**config.mk**
```make
export PLATFORM = sky130hd
export DESIGN_NAME = cia_pipe_adder
export DESIGN_NICKNAME = d
export VERILOG_FILES = /design/src/rtl/cia_pipe_adder.sv
export SDC_FILE = /design/constraint.sdc
export NUM_CORES = 1
export LEC_CHECK = 0
export ABC_AREA = 1
export ABC_CLOCK_PERIOD_IN_PS = 5400
export BUFFER_PORTS_ARGS = -buffer_cell sky130_fd_sc_hd__buf_4
export CAP_MARGIN = 20
export CORE_MARGIN = 3
export CORE_UTILIZATION = 45
export DETAILED_ROUTE_END_ITERATION = 6
export PLACE_DENSITY_LB_ADDON = 0.25
export SLEW_MARGIN = 20
export SYNTH_ARGS = -nofsm -noshare
export SYNTH_HDL_FRONTEND = slang
export SYNTH_SLANG_ARGS = --single-unit
```
**constraint.sdc**
```tcl
create_clock -name clk -period 5.4 [get_ports clk]
set_input_delay 1.08 -clock clk [delete_from_list [all_inputs] [get_ports clk]]
set_output_delay 1.08 -clock clk [all_outputs]
set_load 0.05 [all_outputs]
```
**src/rtl/cia_pipe_adder.sv**
```systemverilog
// cia_pipe_adder: pipelined carry-increment adder/subtractor with a
// valid/ready handshake on both sides and full back-pressure.
// One register stage per BLK-bit carry-increment block, so the latency
// from accept to out_valid is NBLK = WIDTH/BLK cycles.
// Optional feature: define CIA_PIPE_OVF_EN to add a registered
// two's-complement overflow output (ovf) aligned with sum/cout.
module cia_pipe_adder #(
  parameter int unsigned WIDTH = 16,
  parameter int unsigned BLK   = 4
) (
  input  logic             clk,
  input  logic             rst,
  input  logic             in_valid,
  output logic             in_ready,
  input  logic [WIDTH-1:0] a,
  input  logic [WIDTH-1:0] b,
  input  logic             cin,
  input  logic             sub,
  output logic             out_valid,
  input  logic             out_ready,
  output logic [WIDTH-1:0] sum,
  output logic             cout
`ifdef CIA_PIPE_OVF_EN
  ,
  output logic             ovf
`endif
);

  localparam int unsigned NBLK = (BLK == 0) ? 0 : (WIDTH / BLK);

  // Reject shapes that cannot be split into at least two whole blocks.
  if (BLK == 0 || (WIDTH % BLK) != 0 || NBLK < 2) begin : g_bad_params
    $error("cia_pipe_adder: WIDTH must be a multiple of BLK and WIDTH/BLK >= 2");
  end

  // One carry-increment block: raw BLK-bit sum with carry-in 0, then a
  // half-adder chain that adds the incoming block carry to the raw sum.
  // Result is {carry_out, sum_slice}.
  function automatic logic [BLK:0] cia_block(
    input logic [BLK-1:0] x,
    input logic [BLK-1:0] y,
    input logic           c
  );
    logic [BLK:0]   raw;
    logic [BLK-1:0] inc;
    logic           hc;
    raw = {1'b0, x} + {1'b0, y};
    hc  = c;
    inc = '0;
    for (int unsigned i = 0; i < BLK; i++) begin
      inc[i] = raw[i] ^ hc;
      hc     = raw[i] & hc;
    end
    return {raw[BLK] | hc, inc};
  endfunction

  logic             en;
  logic             last_vld;
  logic [WIDTH-1:0] b_cond;
  logic             carry0;

  // Whole pipeline advances together; it only freezes when the output
  // holds a result that downstream is refusing.
  assign en        = ~(last_vld & ~out_ready);
  assign in_ready  = en;

  // Operand conditioning: subtraction is a + ~b + 1, cin ignored.
  always_comb begin
    b_cond = sub ? ~b : b;
    carry0 = sub ? 1'b1 : cin;
  end

  for (genvar k = 0; k < NBLK; k++) begin : g_stage
    // IW: operand bits not yet consumed on entry to this stage.
    // SW: resolved sum bits held by this stage's register.
    localparam int unsigned IW = WIDTH - k * BLK;
    localparam int unsigned SW = (k + 1) * BLK;

    logic [IW-1:0] a_src;
    logic [IW-1:0] b_src;
    logic          c_src;
    logic          v_src;
    logic [BLK:0]  blk_res;
    logic [SW-1:0] sum_d;
    logic [SW-1:0] sum_q;
    logic          carry_d;
    logic          carry_q;
    logic          vld_d;
    logic          vld_q;

    if (k == 0) begin : g_src
      assign a_src = a;
      assign b_src = b_cond;
      assign c_src = carry0;
      assign v_src = in_valid;
      assign sum_d = blk_res[BLK-1:0];
    end else begin : g_src
      assign a_src = g_stage[k-1].g_fwd.a_q;
      assign b_src = g_stage[k-1].g_fwd.b_q;
      assign c_src = g_stage[k-1].carry_q;
      assign v_src = g_stage[k-1].vld_q;
      assign sum_d = {blk_res[BLK-1:0], g_stage[k-1].sum_q};
    end

    assign blk_res = cia_block(a_src[BLK-1:0], b_src[BLK-1:0], c_src);
    assign carry_d = blk_res[BLK];
    assign vld_d   = v_src;

    // Stage register: resolved low slices, block carry and valid bit.
    always_ff @(posedge clk or posedge rst) begin
      if (rst) begin
        sum_q   <= '0;
        carry_q <= 1'b0;
        vld_q   <= 1'b0;
      end else if (en) begin
        sum_q   <= sum_d;
        carry_q <= carry_d;
        vld_q   <= vld_d;
      end
    end

    if (k < NBLK - 1) begin : g_fwd
      // Skewed operands: only the slices later stages still need.
      logic [IW-BLK-1:0] a_d;
      logic [IW-BLK-1:0] b_d;
      logic [IW-BLK-1:0] a_q;
      logic [IW-BLK-1:0] b_q;

      assign a_d = a_src[IW-1:BLK];
      assign b_d = b_src[IW-1:BLK];

      // Operand skew register for the remaining upper blocks.
      always_ff @(posedge clk or posedge rst) begin
        if (rst) begin
          a_q <= '0;
          b_q <= '0;
        end else if (en) begin
          a_q <= a_d;
          b_q <= b_d;
        end
      end
    end

`ifdef CIA_PIPE_OVF_EN
    if (k == NBLK - 1) begin : g_ovf
      logic ovf_d;
      logic ovf_q;

      // Carry into the MSB is a^b^sum at that bit; overflow is that
      // carry XOR the carry out of the MSB.
      assign ovf_d = a_src[BLK-1] ^ b_src[BLK-1] ^ blk_res[BLK-1] ^ blk_res[BLK];

      // Overflow flag registered alongside the final sum slice.
      always_ff @(posedge clk or posedge rst) begin
        if (rst) begin
          ovf_q <= 1'b0;
        end else if (en) begin
          ovf_q <= ovf_d;
        end
      end
    end
`endif
  end

  assign last_vld  = g_stage[NBLK-1].vld_q;
  assign out_valid = last_vld;
  assign sum       = g_stage[NBLK-1].sum_q;
  assign cout      = g_stage[NBLK-1].carry_q;
`ifdef CIA_PIPE_OVF_EN
  assign ovf       = g_stage[NBLK-1].g_ovf.ovf_q;
`endif

endmodule
```
==> results.py <==
metrics = {
    "synth": {
        "yosys_warnings": 0,
        "synth-xor-area-share": 0.03913,
        "synth_top_family_by_area": "simple AND/OR/NAND/NOR gates",
        "syn-num-nets": 559,
        "syn_area_per_cell_um2": 9.250,
        "ys_types": 17,
        "syn-cell-area_um2": 4477,
        "synth_compound_gate_area_share": 0.08161,
        "ys_ff_latch": 96,
        "seq_area_frac_synth": 0.5366,
        "synth.area.mux_share": 0,
        "synthCells": 484,
        "yosys.area_share.simple": 0.1663,
        "synthAdderAreaFrac": 0.1101,
    },
    "clocking": {
        "cts_sinks": 96,
        "ctsResizeCount": 0,
        "root_buffer": "clkbuf_8",
        "numCtsBuffers": 9,
        "post-cts-setup-buffer-count": 0,
        "htree_levels": 3,
        "cts-hold-fix-buffers": 0,
        "cts_buffer_depth": 2,
        "clk_pin_slew_ns": 0.09,
        "cts_tree": "built",
        "clock_latency_ns": 0.34,
    },
    "finish": {
        "diodes": 0,
        "nFillCells": 907,
        "drive_above_1_share": 0.1490,
        "nets": 608,
        "syn2layout_area_growth_pct": 16.46,
    },
    "worst_setup_path": {
        "critPathMaxFanout": 17,
        "crit_arrival_ns": 3.06,
        "r2r_setup_slack_ns": 3.23,
        "startpoint_type": "primary input",
        "path_class": "primary input to flip-flop",
        "cpMaxStageDelayCell": "fa_1",
        "cp_num_buf_inv": 3,
        "critPathCaptureType": "flip-flop",
        "crit_top_cell": "ha_1",
        "critical_path.top_delay_family": "adder cells",
        "required_ns": 5.59,
        "cpPeakStageDelay_ns": 0.47,
        "worstPathCellList": "buf_4, xor2_1, ha_1, inv_1, fa_1, inv_1, ha_1, ha_1, ha_1, nand2_1, o21ai_0",
    },
    "placement": {
        "dp_hpwl_mm": 5.361,
        "place_congestion": 0.8089,
        "dp_slack_ns": 2.171,
        "portBuffers": 56,
    },
    "sta": {
        "hold_viol": 0,
        "hold_slack_ns": 0.4669,
        "rsz0062_at_grt": "false",
        "finalCritPeriodShare": 0.5303,
        "finalSetupViolCount": 0,
        "slew_viol_final": 0,
        "setup_tns_ns": 0,
        "fmax_mhz": 349.2,
        "max-slew-margin-rel": 0.4843,
        "tightest_slew_ns": 0.7735,
        "finalCriticalPeriod_ns": 2.863,
        "finClkSkew_ns": 0.007672,
        "setup_ws_ns": 2.537,
    },
    "run": {
        "maxCapViolCount": 0,
    },
    "routing": {
        "ant_nets": 0,
        "viasPerCell": 4.656,
        "drt_first_pass_iters": 4,
        "wl_per_cell_um": 11.55,
        "routed_wl_mm": 7.689,
        "num_vias": 3101,
        "drc_errors": 0,
        "drtIter0Drc": 129,
    },
    "pwr": {
        "peakVddDrop_v": 0.0002263,
        "p_per_area_nw_per_um2": 579.7,
        "leakage_nw": 2.720,
        "p_total_w": 0.003022,
    },
    "global_route": {
        "grt_pass1_vias": 3012,
        "grt_pass1_wl_mm": 13.59,
        "grt_overflow_total": 0,
        "grt_max_degree": 86,
        "antenna_found_initial": 0,
        "grt_use_total": 0.1473,
    },
    "floorplan": {
        "dieArea_um2": 11180,
        "coreArea_um2": 9459,
        "fp-row-count": 35,
        "io_pins": 57,
        "chipHeight_um": 105.7,
        "start_util": 0.4733,
        "die_x_um": 105.7,
    },
    "hold_path": {
        "hold_class": "flip-flop to flip-flop",
    },
    "outcome": {
        "outcome": "finished clean",
    },
}
==> cell usage after synthesis <==
cell,instances,area [um^2]
dfrtp_1,96,2402
nand2_1,170,638.1
nor2_1,8,30.03
clkbuf_1,5,18.77
xor2_1,6,52.55
buf_4,7,52.55
nand3_1,8,40.04
inv_1,45,168.9
o21ai_0,65,325.3
nor2_4,1,11.26
ha_1,33,412.9
fa_1,4,80.08
buf_2,9,45.04
or2_2,4,25.02
xnor2_1,14,122.6
a21oi_1,8,40.04
buf_6,1,11.26
==> where the power goes <==
group	internal [W]	switching [W]
clock network	0.000319	0.000226
registers	0.00104	0.000162
logic	0.000470	0.000807
==> worst register-to-register path, cell delays in order (launching register included) <==
cell and delay (ns):
dfrtp_1 0.40, ha_1 0.24, fa_1 0.44, ha_1 0.22, ha_1 0.18, ha_1 0.16
or2_2 0.26, nor2_1 0.09, a21oi_1 0.07
==> path summary, 6_finish.rpt <==
| path | start | to | cells past startpoint |
|---|---|---|---|
| min in group asynchronous | rst | sum[9]$_DFFE_PP0N_ | 2 |
| hold / removal | g_stage[2].vld_q$_DFFE_PP0N_ | out_valid$_DFFE_PP0N_ | 2 |
| max in group asynchronous | rst | g_stage[0].g_fwd.b_q[0]$_DFFE_PP0N_ | 3 |
| setup / recovery | sub | g_stage[0].sum_q[3]$_DFFE_PP0N_ | 11 |
| setup reg to reg | g_stage[1].g_fwd.a_q[0]$_DFFE_PP0N_ | g_stage[2].carry_q$_DFFE_PP0N_ | 8 |
| hold reg to reg | g_stage[2].vld_q$_DFFE_PP0N_ | out_valid$_DFFE_PP0N_ | 2 |
==> per-layer routing <==
layer,wire length [um],vias to the layer above,track usage
met5,0,-,0
met4,70,0,0.04163
met3,249,5,0.02817
met2,3733,42,0.2482
met1,3636,1445,0.1945
li1,-,1609,-
==> stage by stage <==
stage,util,cell area (um^2),std cells
floorplan,-,4477,484
global placement,0.5242,4959,650
detailed placement,0.5242,4959,650
CTS,0.5491,5194,665
global route,0.5512,5214,666
finish,0.5512,5214,666
==> final cells by class <==
class                      instances  area [um^2]  area share
sequential                        96         2402      0.4608
multi-input combinational        321         1780      0.3415
timing repair buffer              60        462.9     0.08879
inverter                          45        171.4     0.03288
tap                              129        161.4     0.03096
clock buffer                      12        145.1     0.02784
clock inverter                     3        90.09     0.01728
==> placed cells by master, fill, tap and decap left out <==
| master | Yosys | layout |
|---|---|---|
| or2_2 | 4 | 4 |
| a21oi_1 | 8 | 8 |
| buf_4 | 7 | 59 |
| nor2_1 | 8 | 8 |
| inv_4 | 0 | 1 |
| clkbuf_1 | 5 | 2 |
| xnor2_1 | 14 | 14 |
| o21ai_0 | 65 | 65 |
| buf_12 | 0 | 1 |
| nand2_1 | 170 | 169 |
| ha_1 | 33 | 33 |
| inv_1 | 45 | 44 |
| nand2_2 | 0 | 1 |
| nand3_1 | 8 | 8 |
| bufinv_16 | 0 | 3 |
| xor2_1 | 6 | 6 |
| nor2_4 | 1 | 1 |
| dfrtp_1 | 96 | 96 |
| fa_1 | 4 | 4 |
| clkbuf_8 | 0 | 10 |
==> logic make-up (layout without fill, tap and decap cells) <==
| logic type | after synthesis | count (layout) |
|---|---|---|
| simple gates | 191 | 191 |
| flops | 96 | 96 |
| compound gates | 73 | 73 |
| buf+inv | 67 | 120 |
| fa+ha+maj | 37 | 37 |
| xor+xnor | 20 | 20 |
==> sequential cells by signal, indices dropped and copies added (netlist names) <==
name / count
cout: 1
sum: 16
g_stage.g_fwd.a_q: 24
g_stage.carry_q: 3
out_valid: 1
g_stage.vld_q: 3
g_stage.sum_q: 24
g_stage.g_fwd.b_q: 24
(Power assumes the default switching activity.)
